## config.mk

```make
export PLATFORM = sky130hd
export DESIGN_NAME = sys_input_conditioner
export DESIGN_NICKNAME = d
export VERILOG_FILES = /design/src/rtl/sys_input_conditioner.sv
export SDC_FILE = /design/constraint.sdc
export NUM_CORES = 1
export LEC_CHECK = 0
export CORE_MARGIN = 2
export CORE_UTILIZATION = 30
export DETAILED_ROUTE_END_ITERATION = 7
export SLEW_MARGIN = 25
export SYNTH_ARGS = -nofsm -noshare
export SYNTH_HDL_FRONTEND = slang
export SYNTH_SLANG_ARGS = --single-unit
```

## constraint.sdc

```tcl
create_clock -name SYS_clk_in -period 6.1 [get_ports SYS_clk_in]
set_input_delay 0.915 -clock SYS_clk_in [delete_from_list [all_inputs] [get_ports SYS_clk_in]]
set_output_delay 0.915 -clock SYS_clk_in [all_outputs]
set_load 0.03 [all_outputs]
```

## src/rtl/sys_input_conditioner.sv

```systemverilog
// -----------------------------------------------------------------------------
// sys_input_conditioner
//
// Inbound half of the board interface. Turns the raw DE2 push-buttons
// (active-low, bouncy) and slide switches (asynchronous) into clean signals
// in the SYS_clk_in domain for the system core.
//
// Ports
//   SYS_clk_in   in   1         system clock, rising edge
//   SYS_rst      in   1         asynchronous reset, active-high
//   KEY_n        in   NUM_KEYS  raw push-buttons, 0 = pressed
//   SW_raw       in   NUM_SW    raw slide switches
//   key_level    out  NUM_KEYS  debounced key state, 1 = pressed
//   key_press    out  NUM_KEYS  one-cycle pulse on committed press
//   key_release  out  NUM_KEYS  one-cycle pulse on committed release
//   step_pulse   out  1         key_press[STEP_KEY], drives single-step
//   sw_sync      out  NUM_SW    synchronized switch values
//   sw_changed   out  1         one-cycle strobe when any sw_sync bit moves
//
// Per-key debounce FSM
//   state      | meaning
//   -----------+-----------------------------------------------------------
//   S_UP       | key committed released, waiting for a press sample
//   S_WAIT_DN  | press seen, counting stable pressed samples
//   S_DN       | key committed pressed, waiting for a release sample
//   S_WAIT_UP  | release seen, counting stable released samples
// -----------------------------------------------------------------------------
module sys_input_conditioner #(
    parameter int NUM_KEYS        = 4,
    parameter int NUM_SW          = 18,
    parameter int DEBOUNCE_CYCLES = 1000000,
    parameter int CNT_W           = 20,
    parameter int STEP_KEY        = 0
) (
    input  logic                SYS_clk_in,
    input  logic                SYS_rst,
    input  logic [NUM_KEYS-1:0] KEY_n,
    input  logic [NUM_SW-1:0]   SW_raw,
    output logic [NUM_KEYS-1:0] key_level,
    output logic [NUM_KEYS-1:0] key_press,
    output logic [NUM_KEYS-1:0] key_release,
    output logic                step_pulse,
    output logic [NUM_SW-1:0]   sw_sync,
    output logic                sw_changed
);

    typedef enum logic [1:0] {
        S_UP      = 2'd0,
        S_WAIT_DN = 2'd1,
        S_DN      = 2'd2,
        S_WAIT_UP = 2'd3
    } key_state_t;

    // The debounce timer is a down-counter. Entering a wait state already
    // accounts for the first stable sample, so it loads DEBOUNCE_CYCLES-2 and
    // commits on the sample where it reads zero: DEBOUNCE_CYCLES consecutive
    // stable samples in total. It is never decremented at zero, so no wrap.
    localparam logic [CNT_W-1:0] CNT_LOAD = CNT_W'(DEBOUNCE_CYCLES - 2);
    localparam logic [CNT_W-1:0] CNT_ONE  = CNT_W'(1);

    // ------------------------------------------------------------------
    // Key synchronizers (reset to released = 1)
    // ------------------------------------------------------------------
    logic [NUM_KEYS-1:0] key_meta;
    logic [NUM_KEYS-1:0] key_sync;
    logic [NUM_KEYS-1:0] k_s;

    always_ff @(posedge SYS_clk_in or posedge SYS_rst) begin
        if (SYS_rst) begin
            key_meta <= '1;
            key_sync <= '1;
        end else begin
            key_meta <= KEY_n;
            key_sync <= key_meta;
        end
    end

    assign k_s = ~key_sync;

    // ------------------------------------------------------------------
    // Independent debounce FSM per key
    // ------------------------------------------------------------------
    for (genvar g = 0; g < NUM_KEYS; g++) begin : g_key
        key_state_t       state;
        key_state_t       state_nxt;
        logic [CNT_W-1:0] cnt;
        logic [CNT_W-1:0] cnt_nxt;
        logic             level_q;
        logic             level_nxt;
        logic             press_q;
        logic             press_nxt;
        logic             release_q;
        logic             release_nxt;

        always_ff @(posedge SYS_clk_in or posedge SYS_rst) begin
            if (SYS_rst) begin
                state     <= S_UP;
                cnt       <= '0;
                level_q   <= 1'b0;
                press_q   <= 1'b0;
                release_q <= 1'b0;
            end else begin
                state     <= state_nxt;
                cnt       <= cnt_nxt;
                level_q   <= level_nxt;
                press_q   <= press_nxt;
                release_q <= release_nxt;
            end
        end

        always_comb begin
            state_nxt   = state;
            cnt_nxt     = cnt;
            level_nxt   = level_q;
            press_nxt   = 1'b0;
            release_nxt = 1'b0;

            case (state)
                S_UP: begin
                    level_nxt = 1'b0;
                    if (k_s[g]) begin
                        state_nxt = S_WAIT_DN;
                        cnt_nxt   = CNT_LOAD;
                    end
                end

                S_WAIT_DN: begin
                    if (!k_s[g]) begin
                        state_nxt = S_UP;
                        cnt_nxt   = '0;
                    end else if (cnt == '0) begin
                        state_nxt = S_DN;
                        level_nxt = 1'b1;
                        press_nxt = 1'b1;
                        cnt_nxt   = '0;
                    end else begin
                        cnt_nxt = cnt - CNT_ONE;
                    end
                end

                S_DN: begin
                    level_nxt = 1'b1;
                    if (!k_s[g]) begin
                        state_nxt = S_WAIT_UP;
                        cnt_nxt   = CNT_LOAD;
                    end
                end

                S_WAIT_UP: begin
                    if (k_s[g]) begin
                        state_nxt = S_DN;
                        cnt_nxt   = '0;
                    end else if (cnt == '0) begin
                        state_nxt   = S_UP;
                        level_nxt   = 1'b0;
                        release_nxt = 1'b1;
                        cnt_nxt     = '0;
                    end else begin
                        cnt_nxt = cnt - CNT_ONE;
                    end
                end

                default: begin
                    state_nxt = S_UP;
                    cnt_nxt   = '0;
                    level_nxt = 1'b0;
                end
            endcase
        end

        assign key_level[g]   = level_q;
        assign key_press[g]   = press_q;
        assign key_release[g] = release_q;
    end

    assign step_pulse = key_press[STEP_KEY];

    // ------------------------------------------------------------------
    // Switch synchronizers and change strobe
    // ------------------------------------------------------------------
    logic [NUM_SW-1:0] sw_meta;
    logic [NUM_SW-1:0] sw_sync_q;
    logic [NUM_SW-1:0] sw_prev;
    logic [1:0]        primed_cnt;
    logic              primed;

    always_ff @(posedge SYS_clk_in or posedge SYS_rst) begin
        if (SYS_rst) begin
            sw_meta    <= '0;
            sw_sync_q  <= '0;
            sw_prev    <= '0;
            primed_cnt <= 2'd0;
        end else begin
            sw_meta   <= SW_raw;
            sw_sync_q <= sw_meta;
            sw_prev   <= sw_sync_q;
            if (primed_cnt != 2'd3) begin
                primed_cnt <= primed_cnt + 2'd1;
            end
        end
    end

    // The synchronizer leaves reset at zero, so switches already set at
    // power-up would look like a change on the 2nd edge. Masking until the
    // 3rd edge, by which point sw_prev holds real switch values, hides that.
    assign primed     = (primed_cnt == 2'd3);
    assign sw_sync    = sw_sync_q;
    assign sw_changed = primed && (sw_sync_q != sw_prev);

endmodule

```

# [After elaboration in Yosys (flattened, before gate mapping)]
# Cells that the tools add are included.
# W data, S select, Z words.
[totals] reg_bits=164 latch_bits=0 ramBits=0 mem_bits_ro=0 input_bits=24 output_inout_bits=32 wordCells=192 n_memories=0
[op_classes] n_addsub=5 mul=0 n_div=0 n_lt_le_gt_ge=0 eq_ne=47 n_shift=0 mux=92 bitwise=1 n_reduce_logical=21
[op_table] operator="$mux W20" n=20
[op_table] operator="$pmux W20 S4" n=4
[op_table] operator="$logic_not A20 Y1" n=4
[op_table] operator="$sub A20 B1 Y20 const B" n=4
[op_table] operator="$ne A2 B2 Y1 const B" n=25
[op_table] operator="$mux W2" n=24
[op_table] operator="$mux W1" n=36
[op_table] operator="$pmux W2 S4" n=4
[op_table] operator="$reduce_and A4 Y1" n=8
[op_table] operator="$ne A3 B3 Y1 const B" n=8
[op_table] operator="$eq A2 B2 Y1 const B" n=9
[op_table] operator="$ne A18 B18 Y1" n=1
[op_table] operator="$pmux W1 S4" n=4
[op_table] operator="$eq A2 B1 Y1 const B" n=4
[op_table] operator="$logic_not A2 Y1" n=4
[op_table] operator="$reduce_and A2 Y1" n=4
[op_table] operator="$not A4 Y4" n=1
[op_table] operator="$add A2 B1 Y2 const B" n=1
[op_table] operator="$logic_and A1 B1 Y1" n=1

# [Longest topological paths before layout]
# Gate-level depths: netlist of the first run.
[depth] depth_word=4 depth_mapped=8 ltp_nobuf=7

# [Least setup slack after synthesis of the first run]
# Ideal clock, no wire load.
[synth_path] kind="register -> register" startpoint="register g_key[2].cnt[9]" endpoint="register g_key[2].cnt[17]" setup_ns=0.127 t_arrival_ns=2.434 path_slack_ns=3.540 stages_incl_launch_ff=7 period_less_slack_ns=2.560 path_cell_list="dfrtp_1 or4_1 clkbuf_2 or4_1 buf_2 or4_4 a311o_1"
[synth_via] elab_chain_cells=4 elab_cells_between_ends=6 cone_classes="add/sub: 1; mux: 4; reduce/logical: 1"
[synth_lines] element="start, declared" line="86" rtl="logic [CNT_W-1:0] cnt;"
[synth_lines] element="start signal, assigned" line="104" rtl="cnt <= cnt_nxt;"
[synth_lines] element="$sub A20 B1 Y20 or $logic_not A20 Y1 (tied branches)"
[synth_lines] element="$mux W20 *" line="131, 153"
[synth_lines] element="$mux W20 (on tied branches)" line="150, 128"
[synth_lines] element="$pmux W20 S4 *" line="118" rtl="case (state)"
# Mark *: on every way between the ends. The rest lies on a longest branch, timed or not.
# A chain may end at the register's enable or synchronous reset.

# [Worst setup path after layout of the first run]
[layout_path] startpoint="register sw_sync_q[11] (netlist: sw_sync[11])" endpoint="output sw_changed"
[layout_via] elab_chain_cells=2
[layout_lines] element="start, declared" line="182" rtl="logic [NUM_SW-1:0] sw_sync_q;"
[layout_lines] element="start signal, assigned" line="195" rtl="sw_sync_q <= sw_meta;"
[layout_lines] element="$ne A18 B18 Y1" line="208" rtl="assign sw_changed = primed && (sw_sync_q != sw_prev);"
[layout_lines] element="$logic_and A1 B1 Y1" line="208"
[layout_lines] element="end, declared" line="44" rtl="output logic sw_changed"
# Every way passes these cells.

==> qor.txt, run 1 <==
Min-Delay Path Class -> flop to flop
Final hold vios -> 0
Starting Density -> 0.307
CP arrival -> 2.48 ns
Relative slew slack -> 0.314
Routed len/inst -> 14.2 um
Clock skew -> 0.00961 ns
CTS H-tree depth -> 4
Critical path type -> flop to output port
Reg2reg path depth -> 5
Max Fclk -> 295 MHz
Most Crowded Layer GR -> met2
First drt pass iteration count -> 5
Vias in the first global route -> 5,582
Number of cell rows -> 58
Crit path max fanout -> 3
Reg-to-reg critical path startpoint -> g_key[2].cnt[9]
Post-CTS Setup Bufs -> 0
Met2 usage -> 0.194
Clock buffer depth -> 2
Flop-to-flop setup slack -> 2.91 ns
Asr flop ratio synth -> 1.00
Cts bufs inserted -> 17
Syn Area/Cell -> 10.3 um^2
IO Port Bufs -> 55
Post-route setup slack -> 2.71 ns
Yosys warns -> 0
Post-synthesis xor/xnor area fraction -> 0.0305
Crit path required time -> 5.18 ns
Register area share after synthesis -> 0.531
Worst setup EP type -> output port
Syn_nets -> 801
CTS Hold Bufs -> 0
Startpoint type of the worst setup path -> flop
LEAKAGE -> 3.78 nW
Largest net degree at the start of global routing -> 77
Synth top area cells -> dfrtp_1, ha_1, o21ai_0
Met1 usage -> 0.178
# IOs -> 56
First-pass GRT wire length -> 28,000 um
Die height -> 165 um
Largest family of logic cells by synthesized area -> simple AND/OR/NAND/NOR gates
Area growth syn-to-layout -> 18.8%
Root buf cell -> clkbuf_16
Synth cell count leaders -> dfrtp_1, nor2_1, o21ai_0
Flops & latches, synth -> 164
Max-slew violation count -> 0
Min-delay src -> sw_meta[3]
Clock sinks -> 164
Max_cap viols -> 0
Yosys top cell by area -> dfrtp_1
# setup viols final -> 0
Residual DRC -> 0
Final setup TNS -> 0 ns
Final period utilization -> 0.556
Total gr overflow -> 0
Die Wd -> 165 um
Mux contribution to synthesized area -> 0.0288
Clock latency at the later pin of the worst-skew pair -> 0.43 ns
RSZ-0062 raised after global routing -> false
Dpl ws -> 2.93 ns
WL final -> 16,100 um
Final nets -> 839
Synth cell types -> 56
Adder-cell share of the synthesized area -> 0.0404
Post-Syn Area -> 7740 um^2
Top-area cell type share of the netlist area -> 0.504
Hold path depth -> 0
Share of cells above drive strength 1 -> 0.0859
Maximum vdd ir drop -> 0.000227 V
Syn Inst Count -> 752
CTS tree -> built
CTS resizes -> 0
Pwr Density -> 468 nW/um^2
Vias per Instance -> 5.09
RD Place Congestion -> 0.782
Global-route met3 utilization -> 0.0319
Synth Area in Compound Gates -> 0.151
Most common cell in the netlist -> dfrtp_1
Total Die Area -> 27,100 um^2
Tot GR Track Use -> 0.127
Antenna violations before repair -> 0
Worst Max-Slew Pin Slew -> 1.02 ns
EDFF count, synth -> 0
Total power -> 0.00431 W
Antenna Violating Nets Remaining -> 0
Minimum clock period -> 3.39 ns
Synth Flop Type -> dfrtp_1
CTS clk-pin slew, worst paths -> 0.07 ns
Worst r2r dst -> g_key[2].cnt[18]
Synth Area in Simple Gates -> 0.175
Final HPWL from detailed placement -> 10,700 um
DR iter-0 viols -> 380
Worst Hold End -> sw_sync[3]
Core area -> 25,300 um^2
Status -> completed
Via count -> 5,765
Antenna fix cells -> 0
[sequential cells by signal, indices dropped and copies added, names as in the netlist, 4 cells and up, named ones only]
| register | count |
|---|---|
| g_key.cnt | 80 |
| sw_meta | 18 |
| sw_prev | 18 |
| sw_sync | 18 |
| g_key.level_q | 4 |
| g_key.release_q | 4 |
| g_key.state | 4 |
| key_meta | 4 |
| key_sync | 4 |
[placed cells by master, fill, tap and decap left out, drive strengths merged, types with 6 or more instances in the layout]
master         instances
a211o                  8
a21oi                 40
a221o                  8
a31oi                 10
buf                    7
clkbuf                18
clkdlybuf4s50         55
dfrtp                156
dfstp                  8
ha                    25
inv                   39
mux2                  10
mux2i                 11
nand2                 47
nand2b                 6
nand3                 39
nand4                  9
nor2                  54
nor3                  37
nor3b                  8
nor4                  26
o21ai                 51
o2bb2ai                7
o311ai                10
o31ai                 10
or3                   12
or4                   11
xnor2                  8
xor2                  19
[worst max-delay path, cell delays in order (launching register included)]
cell and delay (ns):
dfrtp_1 0.41, xor2_1 0.15, nor4_1 0.36, nand3_1 0.15, o41a_1 0.38, clkdlybuf4s50_1 0.60
[where the power goes]
group	internal, W	switching (W)
registers	0.00134	0.000256
logic	0.000620	0.000982
clock network	0.000602	0.000508
[how the worst max path moves through the flow]
stage / startpoint / to / slack (ns)
after CTS: sw_sync[10] / sw_changed / 2.64
after detailed placement: g_key[2].cnt[9] / g_key[2].cnt[19] / 2.93
after global routing: sw_sync[4] / sw_changed / 2.55
after global placement: g_key[1].cnt[4] / g_key[1].cnt[3] / 2.94
after floorplan: SYS_rst / asynchronous set/reset pin / 0.76
final: sw_sync[11] / sw_changed / 2.71
[metal layers]
layer	share of wire	wire [um]
met1	0.48	7810
met2	0.46	7400
met3	0.047	762
met4	0.010	167
met5	0	0
[through the flow]
| step | instance area [um^2] | hold WS [ns] | std cells | utilization |
|---|---|---|---|---|
| final | 9200 | 0.349 | 1133 | 0.364 |
| after global routing | 9200 | 0.350 | 1133 | 0.364 |
| after CTS | 9180 | 0.351 | 1133 | 0.363 |
| after detailed placement | 8560 | 0.335 | 1101 | 0.339 |
| after global placement | 8550 | 0.332 | 1101 | 0.339 |
| after floorplan | 7740 | 0.331 | 752 | - |
[final cells by class]
| class | count | area [um^2] |
|---|---|---|
| sequential | 164 | 4110 |
| clock buffer | 18 | 439 |
| tap | 330 | 413 |
| inverter | 31 | 121 |
| timing repair buffer | 62 | 611 |
| fill | 2493 | 16100 |
| clock inverter | 14 | 180 |
| multi-input combinational | 514 | 3320 |
[logic make-up (layout without fill, tap and decap cells)]
kind of cell    Yosys count  in the layout
fa+ha+maj                25             25
mux                      21             21
simple gates            265            265
xor+xnor                 27             27
compound gates          176            176
flops                   164            164
buf+inv                  74            125
(Power assumes the default switching activity.)
==> run 2: changes to the inputs <==
- clock period: 6.1 -> 3.1 ns (I/O delays scaled with it)
==> run 2 against run 1 <==
Net effect:
- via count rose by 2.1%
- routed wire length rose by 3.2%
- sequential share of layout area fell by 0.73 points
- total power rose by 100%
- critical path depth did not move
- non-clock buffer count rose by 20
- sequential power rose by 97%
- largest cell class unchanged
- final cell count rose by 1.8%
- hold slack got worse by 0.0022 ns
- die area did not move
- combinational power rose by 110%
- highest routed layer unchanged
==> qor.txt, run 2 (same netlist as run 1, synthesis figures left out) <==
First drt pass iteration count -> 6 (was 5)
Fin util -> 0.370 (was 0.364)
End of the critical path -> sw_changed (unchanged)
Crit path max fanout -> 3 (unchanged)
Worst Max-Slew Pin Slew -> 0.920 ns (was 1.02 ns)
Commonest cells after routing, fill and taps aside -> dfrtp_1, clkdlybuf4s50_1, nor2_1, o21ai_0, nand2_1 (unchanged)
Total Die Area -> 27,100 um^2 (unchanged)
Clock sinks -> 164 (unchanged)
# setup viols final -> 0 (unchanged)
WL final -> 16,700 um (was 16,100 um)
Clock skew -> 0.0109 ns (was 0.00961 ns)
Critical path type -> flop to output port (unchanged)
Vias per Instance -> 5.10 (was 5.09)
Number of cell rows -> 58 (unchanged)
Antenna fix cells -> 0 (unchanged)
Die height -> 165 um (unchanged)
Vias in the first global route -> 5,696 (was 5,582)
Reg2reg path depth -> 6 (was 5)
Area growth syn-to-layout -> 20.8% (was 18.8%)
Reg-to-reg critical path startpoint -> g_key[2].cnt[9] (unchanged)
Cts bufs inserted -> 17 (unchanged)
Root buf cell -> clkbuf_16 (unchanged)
Flop-to-flop setup slack -> 0.24 ns (was 2.91 ns)
Clock latency at the later pin of the worst-skew pair -> 0.42 ns (was 0.43 ns)
Top reg by flops -> g_key.cnt (unchanged)
Starting Density -> 0.307 (unchanged)
Final hold vios -> 0 (unchanged)
Most common cell after layout, fill and taps aside -> dfrtp_1 (unchanged)
Residual DRC -> 0 (unchanged)
Total gr overflow -> 0 (unchanged)
Die Wd -> 165 um (unchanged)
Critical path buffer and inverter count -> 1 (unchanged)
# IOs -> 56 (unchanged)
Final setup TNS -> 0 ns (unchanged)
Worst setup EP type -> output port (unchanged)
Share of cells above drive strength 1 -> 0.104 (was 0.0859)
Gate power share -> 0.383 (was 0.372)
Reg power frac -> 0.365 (was 0.371)
CP Launch Point -> sw_sync[4] (was sw_sync[11])
Max Fclk -> 337 MHz
CP arrival -> 2.50 ns (was 2.48 ns)
IO Port Bufs -> 55 (unchanged)
Status -> completed (unchanged)
Clock power share -> 0.252 (was 0.257)
Worst r2r dst -> g_key[2].cnt[9] (was g_key[2].cnt[18])
Minimum clock period -> 2.96 ns
Final period utilization -> 0.956
Worst path depth -> 5 (unchanged)
Tot GR Track Use -> 0.128 (was 0.127)
CTS tree -> built (unchanged)
Antenna Violating Nets Remaining -> 0 (unchanged)
Largest stage delay on the critical path -> 0.60 ns (about the same)
P_sw -> 0.00345 W (was 0.00175 W)
Final nets -> 859 (was 839)
Max_cap viols -> 0 (unchanged)
Relative slew slack -> 0.385 (was 0.314)
Via count -> 5,884 (was 5,765)
CP cell instances -> xor2_1, nor4_2, nand3_1, o41a_1, clkdlybuf4s50_1 (was xor2_1, nor4_1, nand3_1, o41a_1, clkdlybuf4s50_1)
CTS clk-pin slew, worst paths -> 0.07 ns (about the same)
RD Place Congestion -> 0.795 (was 0.782)
Antenna violations before repair -> 1 (was 0)
LEAKAGE -> 3.89 nW (was 3.78 nW)
Startpoint type of the worst setup path -> flop (unchanged)
Largest register FFs -> 80 (unchanged)
Core area -> 25,300 um^2 (unchanged)
Maximum vdd ir drop -> 0.000374 V (was 0.000227 V)
Cell Int Power -> 0.00518 W (was 0.00256 W)
Final HPWL from detailed placement -> 11,200 um (was 10,700 um)
Net Sw Frac -> 0.400 (was 0.405)
Crit-path slowest cell -> clkdlybuf4s50_1 (unchanged)
DR iter-0 viols -> 471 (was 380)
Clock buffer depth -> 2 (unchanged)
Routed len/inst -> 14.5 um (was 14.2 um)
Crit path required time -> 2.63 ns (was 5.18 ns)
First-pass GRT wire length -> 28,100 um (was 28,000 um)
Pwr Density -> 922 nW/um^2 (was 468 nW/um^2)
Min-Delay Path Class -> flop to flop (unchanged)
CTS H-tree depth -> 4 (unchanged)
Largest net degree at the start of global routing -> 50 (was 77)
Max-slew violation count -> 0 (unchanged)
RSZ-0062 raised after global routing -> false (unchanged)
Cell family with most CP delay -> buffers and inverters (unchanged)
-- run 2: layer usage --
metal | wire length, um | share of wire | GRT usage | up-vias
li1 | - | - | - | 2871
met5 | 0 | 0 | 0 | -
met3 | 786 | 0.047 | 0.0291 | 19
met4 | 183 | 0.011 | 0.0403 | 0
met1 | 8040 | 0.48 | 0.173 | 2895
met2 | 7650 | 0.46 | 0.205 | 99
-- run 2: worst register-to-register path, delay by kind of cell, from the launching register on --
family                 cells  cell delay [ns]
and+or+nand+nor            2             1.29
DFF                        1             0.44
AOI/OAI and AO/OA          3             0.80
buffers and inverters      1             0.23
-- run 2: power groups by stage --
stage               combinational (W)  sequential [W]  clock, W
finish                        0.00331         0.00315   0.00217
global route                  0.00374         0.00323   0.00235
CTS                           0.00332         0.00314   0.00225
detailed placement            0.00331         0.00317         0
global placement              0.00326         0.00316         0
floorplan                     0.00247         0.00305         0
-- run 2: worst min-delay path by stage --
stage                     slack, ns     endpoint        start  cells after the start
after floorplan                0.33   sw_sync[0]   sw_meta[0]                      0
after global placement         0.33  sw_sync[17]  sw_meta[17]                      0
after detailed placement       0.33  sw_sync[12]  sw_meta[12]                      0
after CTS                      0.35  sw_sync[12]  sw_meta[12]                      0
after global routing           0.35  key_sync[2]  key_meta[2]                      0
final                          0.35  sw_sync[12]  sw_meta[12]                      0
-- run 2: what timing repair did --
| item | in CTS | in global routing |
|---|---|---|
| setup buffers | 0 | 0 |
| hold buffers | 0 | 0 |
| endpoints found under the setup margin | 1 | 0 |
| resized for setup | 1 | 0 |
| endpoints found under the hold margin | 0 | 0 |
-- run 2: layout make-up --
cell class	instances	area, um^2
clock buffer	19	453
clock inverter	13	155
fill	2499	15900
inverter	31	120
multi-input combinational	514	3310
sequential	164	4110
tap	330	413
timing repair buffer	82	791
-- run 2: per-stage QoR --
step / total power, W / hold WS [ns] / area [um^2] / setup WS (ns) / instances
after global routing: 0.00931 / 0.355 / 9360 / 0.0492 / 1153
after CTS: 0.00871 / 0.351 / 9350 / 0.0729 / 1153
after detailed placement: 0.00647 / 0.335 / 8740 / 0.276 / 1121
final: 0.00863 / 0.347 / 9360 / 0.137 / 1153
after floorplan: 0.00553 / 0.331 / 7750 / 0.540 / 752
after global placement: 0.00642 / 0.331 / 8740 / 0.298 / 1121
==> run 3: changes to the inputs <==
- SLEW_MARGIN: 25 -> 20
- clock period: 3.1 -> 2.7 ns (I/O delays scaled with it)
==> run 3 against run 2 <==
Net effect:
- worst setup slack better by 0.11 ns
- clock skew up 0.0038 ns
- final cell count up 1.2%
- die area unchanged
- via count down 0.19%
- flip-flop and latch count unchanged
- utilization up 0.74 points
- total power up 18%
- count of clock-buffer cells in the layout down 2
- hold slack worse by 0.0037 ns
- global-route usage about the same
- highest routed layer unchanged
==> qor.txt, run 3 (same netlist as run 1, synthesis figures left out) <==
Relative slew slack -> 0.485 (was 0.385)
Die height -> 165 um (unchanged)
Worst Hold End -> sw_sync[11] (was sw_sync[12])
Antenna fix cells -> 0 (unchanged)
CTS Hold Bufs -> 0 (unchanged)
RD Place Congestion -> 0.775 (was 0.795)
Total Die Area -> 27,100 um^2 (unchanged)
Non-Filler Instances -> 1,167 (was 1,153)
Starting Density -> 0.307 (unchanged)
Min-Delay Path Class -> flop to flop (unchanged)
RSZ-0062 raised after global routing -> false (unchanged)
Root buf cell -> clkbuf_16 (unchanged)
Largest register FFs -> 80 (unchanged)
DR iter-0 viols -> 352 (was 471)
Post-route setup slack -> 0.246 ns (was 0.137 ns)
Startpoint type of the worst setup path -> flop (unchanged)
CTS tree -> built (unchanged)
Max-slew violation count -> 0 (unchanged)
Area growth syn-to-layout -> 23.2% (was 20.8%)
Commonest cells after routing, fill and taps aside -> dfrtp_1, nor2_1, clkdlybuf4s50_1, o21ai_0, nand2_1 (was dfrtp_1, clkdlybuf4s50_1, nor2_1, o21ai_0, nand2_1)
WL final -> 16,500 um (was 16,700 um)
Top reg by flops -> g_key.cnt (unchanged)
Max_cap viols -> 0 (unchanged)
Cts bufs inserted -> 17 (unchanged)
Max Fclk -> 408 MHz
Minimum clock period -> 2.45 ns
Dpl ws -> 0.0181 ns (was 0.276 ns)
Final HPWL from detailed placement -> 11,500 um (was 11,200 um)
Maximum vdd ir drop -> 0.000535 V (was 0.000374 V)
Clock latency at the later pin of the worst-skew pair -> 0.42 ns (about the same)
First-pass GRT wire length -> 28,200 um (was 28,100 um)
Min-delay src -> sw_meta[11] (was sw_meta[12])
# IOs -> 56 (unchanged)
Total gr overflow -> 0 (unchanged)
CTS clk-pin slew, worst paths -> 0.07 ns (about the same)
Pwr Density -> 1070 nW/um^2 (was 922 nW/um^2)
Total placed cells including tap cells -> 1,135 (was 1,121)
LEAKAGE -> 3.98 nW (was 3.89 nW)
Worst Max-Slew Pin Slew -> 0.773 ns (was 0.920 ns)
Crit path max fanout -> 16 (was 3)
Final period utilization -> 0.909
Most common cell after layout, fill and taps aside -> dfrtp_1 (unchanged)
Clock sinks -> 164 (unchanged)
Via count -> 5,873 (was 5,884)
Clock skew -> 0.0147 ns (was 0.0109 ns)
Residual DRC -> 0 (unchanged)
Worst setup EP type -> flop (was output port)
Worst r2r dst -> g_key[2].cnt[17] (was g_key[2].cnt[9])
Vias in the first global route -> 5,805 (was 5,696)
First drt pass iteration count -> 4 (was 6)
Fillers -> 2,498 (was 2,499)
Reg-to-reg critical path startpoint -> g_key[2].cnt[10] (was g_key[2].cnt[9])
Crit path required time -> 3.00 ns (was 2.63 ns)
Clock buffer depth -> 2 (unchanged)
Final hold vios -> 0 (unchanged)
Core area -> 25,300 um^2 (unchanged)
Flop-to-flop setup slack -> 0.25 ns (was 0.24 ns)
Share of cells above drive strength 1 -> 0.124 (was 0.104)
Hold path depth -> 0 (unchanged)
Vias per Instance -> 5.03 (was 5.10)
CP arrival -> 2.76 ns (was 2.50 ns)
# setup viols final -> 0 (unchanged)
Critical path type -> flop to flop (was flop to output port)
Final setup TNS -> 0 ns (unchanged)
Number of cell rows -> 58 (unchanged)
Status -> completed (unchanged)
Antenna Violating Nets Remaining -> 0 (unchanged)
Tot GR Track Use -> 0.128 (about the same)
Post-CTS Setup Bufs -> 0 (unchanged)
Antenna violations before repair -> 0 (was 1)
Reg2reg path depth -> 6 (unchanged)
Routed len/inst -> 14.1 um (was 14.5 um)
Final nets -> 873 (was 859)
IO Port Bufs -> 55 (unchanged)
CTS H-tree depth -> 4 (unchanged)
Largest net degree at the start of global routing -> 34 (was 50)
Die Wd -> 165 um (unchanged)
run 3: cell types whose count changed in the layout (fill, tap and decap cells not counted), moves of 2 or more:
cell | previous run | this run
buf_12 | 3 | 5
buf_4 | 24 | 36
bufinv_16 | 1 | 3
clkbuf_8 | 2 | 0
clkinv_8 | 1 | 4
inv_8 | 5 | 2
run 3: metal layers:
metal,track usage,share of wire,vias to the layer above
met5,0,0,-
met1,0.171,0.49,2853
li1,-,-,2909
met3,0.0326,0.040,6
met2,0.208,0.46,105
met4,0.0316,0.0041,0
run 3: how the worst max path moves through the flow:
stage	startpoint	to	slack (ns)	cells past startpoint
3_3_place_gp	flop	g_key[3].cnt[16]	0.16	8
3_5_place_dp	flop	g_key[3].cnt[16]	0.02	8
2_1_floorplan	g_key[2].cnt[9]	g_key[2].cnt[17]	0.14	6
5_1_grt	g_key[2].cnt[10]	g_key[2].cnt[19]	0.11	6
6_report	g_key[2].cnt[10]	g_key[2].cnt[17]	0.25	6
4_1_cts	sw_sync[4]	sw_changed	0.02	5
run 3: timing repair:
| item | CTS | global route |
|---|---|---|
| pin swaps | 0 | 0 |
| gates resized for setup | 1 | 6 |
| setup endpoints to repair | 1 | 10 |
run 3: where the power goes:
part / total [W] / leakage (nW) / internal [W] / switching, W
Clock: 0.00264 / 0.319 / 0.00152 / 0.00112
Sequential: 0.00359 / 1.99 / 0.00303 / 0.000563
Combinational: 0.00397 / 1.68 / 0.00166 / 0.00231
run 3: cell type report:
| class | instances | area, um^2 | area share |
|---|---|---|---|
| clock buffer | 17 | 425 | 0.0446 |
| inverter | 31 | 120 | 0.0126 |
| multi-input combinational | 514 | 3320 | 0.348 |
| clock inverter | 15 | 230 | 0.0241 |
| sequential | 164 | 4110 | 0.431 |
| tap | 330 | 413 | 0.0433 |
| timing repair buffer | 96 | 916 | 0.0960 |
run 3: critical path, stage by stage (launching register included):
cell and delay, ns:
dfrtp_1 0.41, or4_1 0.53, or4_1 0.50, o21ai_2 0.24, buf_12 0.17, nand2_1 0.14
a311o_1 0.34
run 3: stage by stage:
step / cell area [um^2] / util / hold WS (ns) / power, W
finish: 9540 / 0.378 / 0.343 / 0.0102
global route: 9540 / 0.378 / 0.356 / 0.0110
CTS: 9530 / 0.377 / 0.347 / 0.0103
detailed placement: 8870 / 0.351 / 0.335 / 0.00761
global placement: 8870 / 0.351 / 0.333 / 0.00752
floorplan: 7750 / - / 0.331 / 0.00634
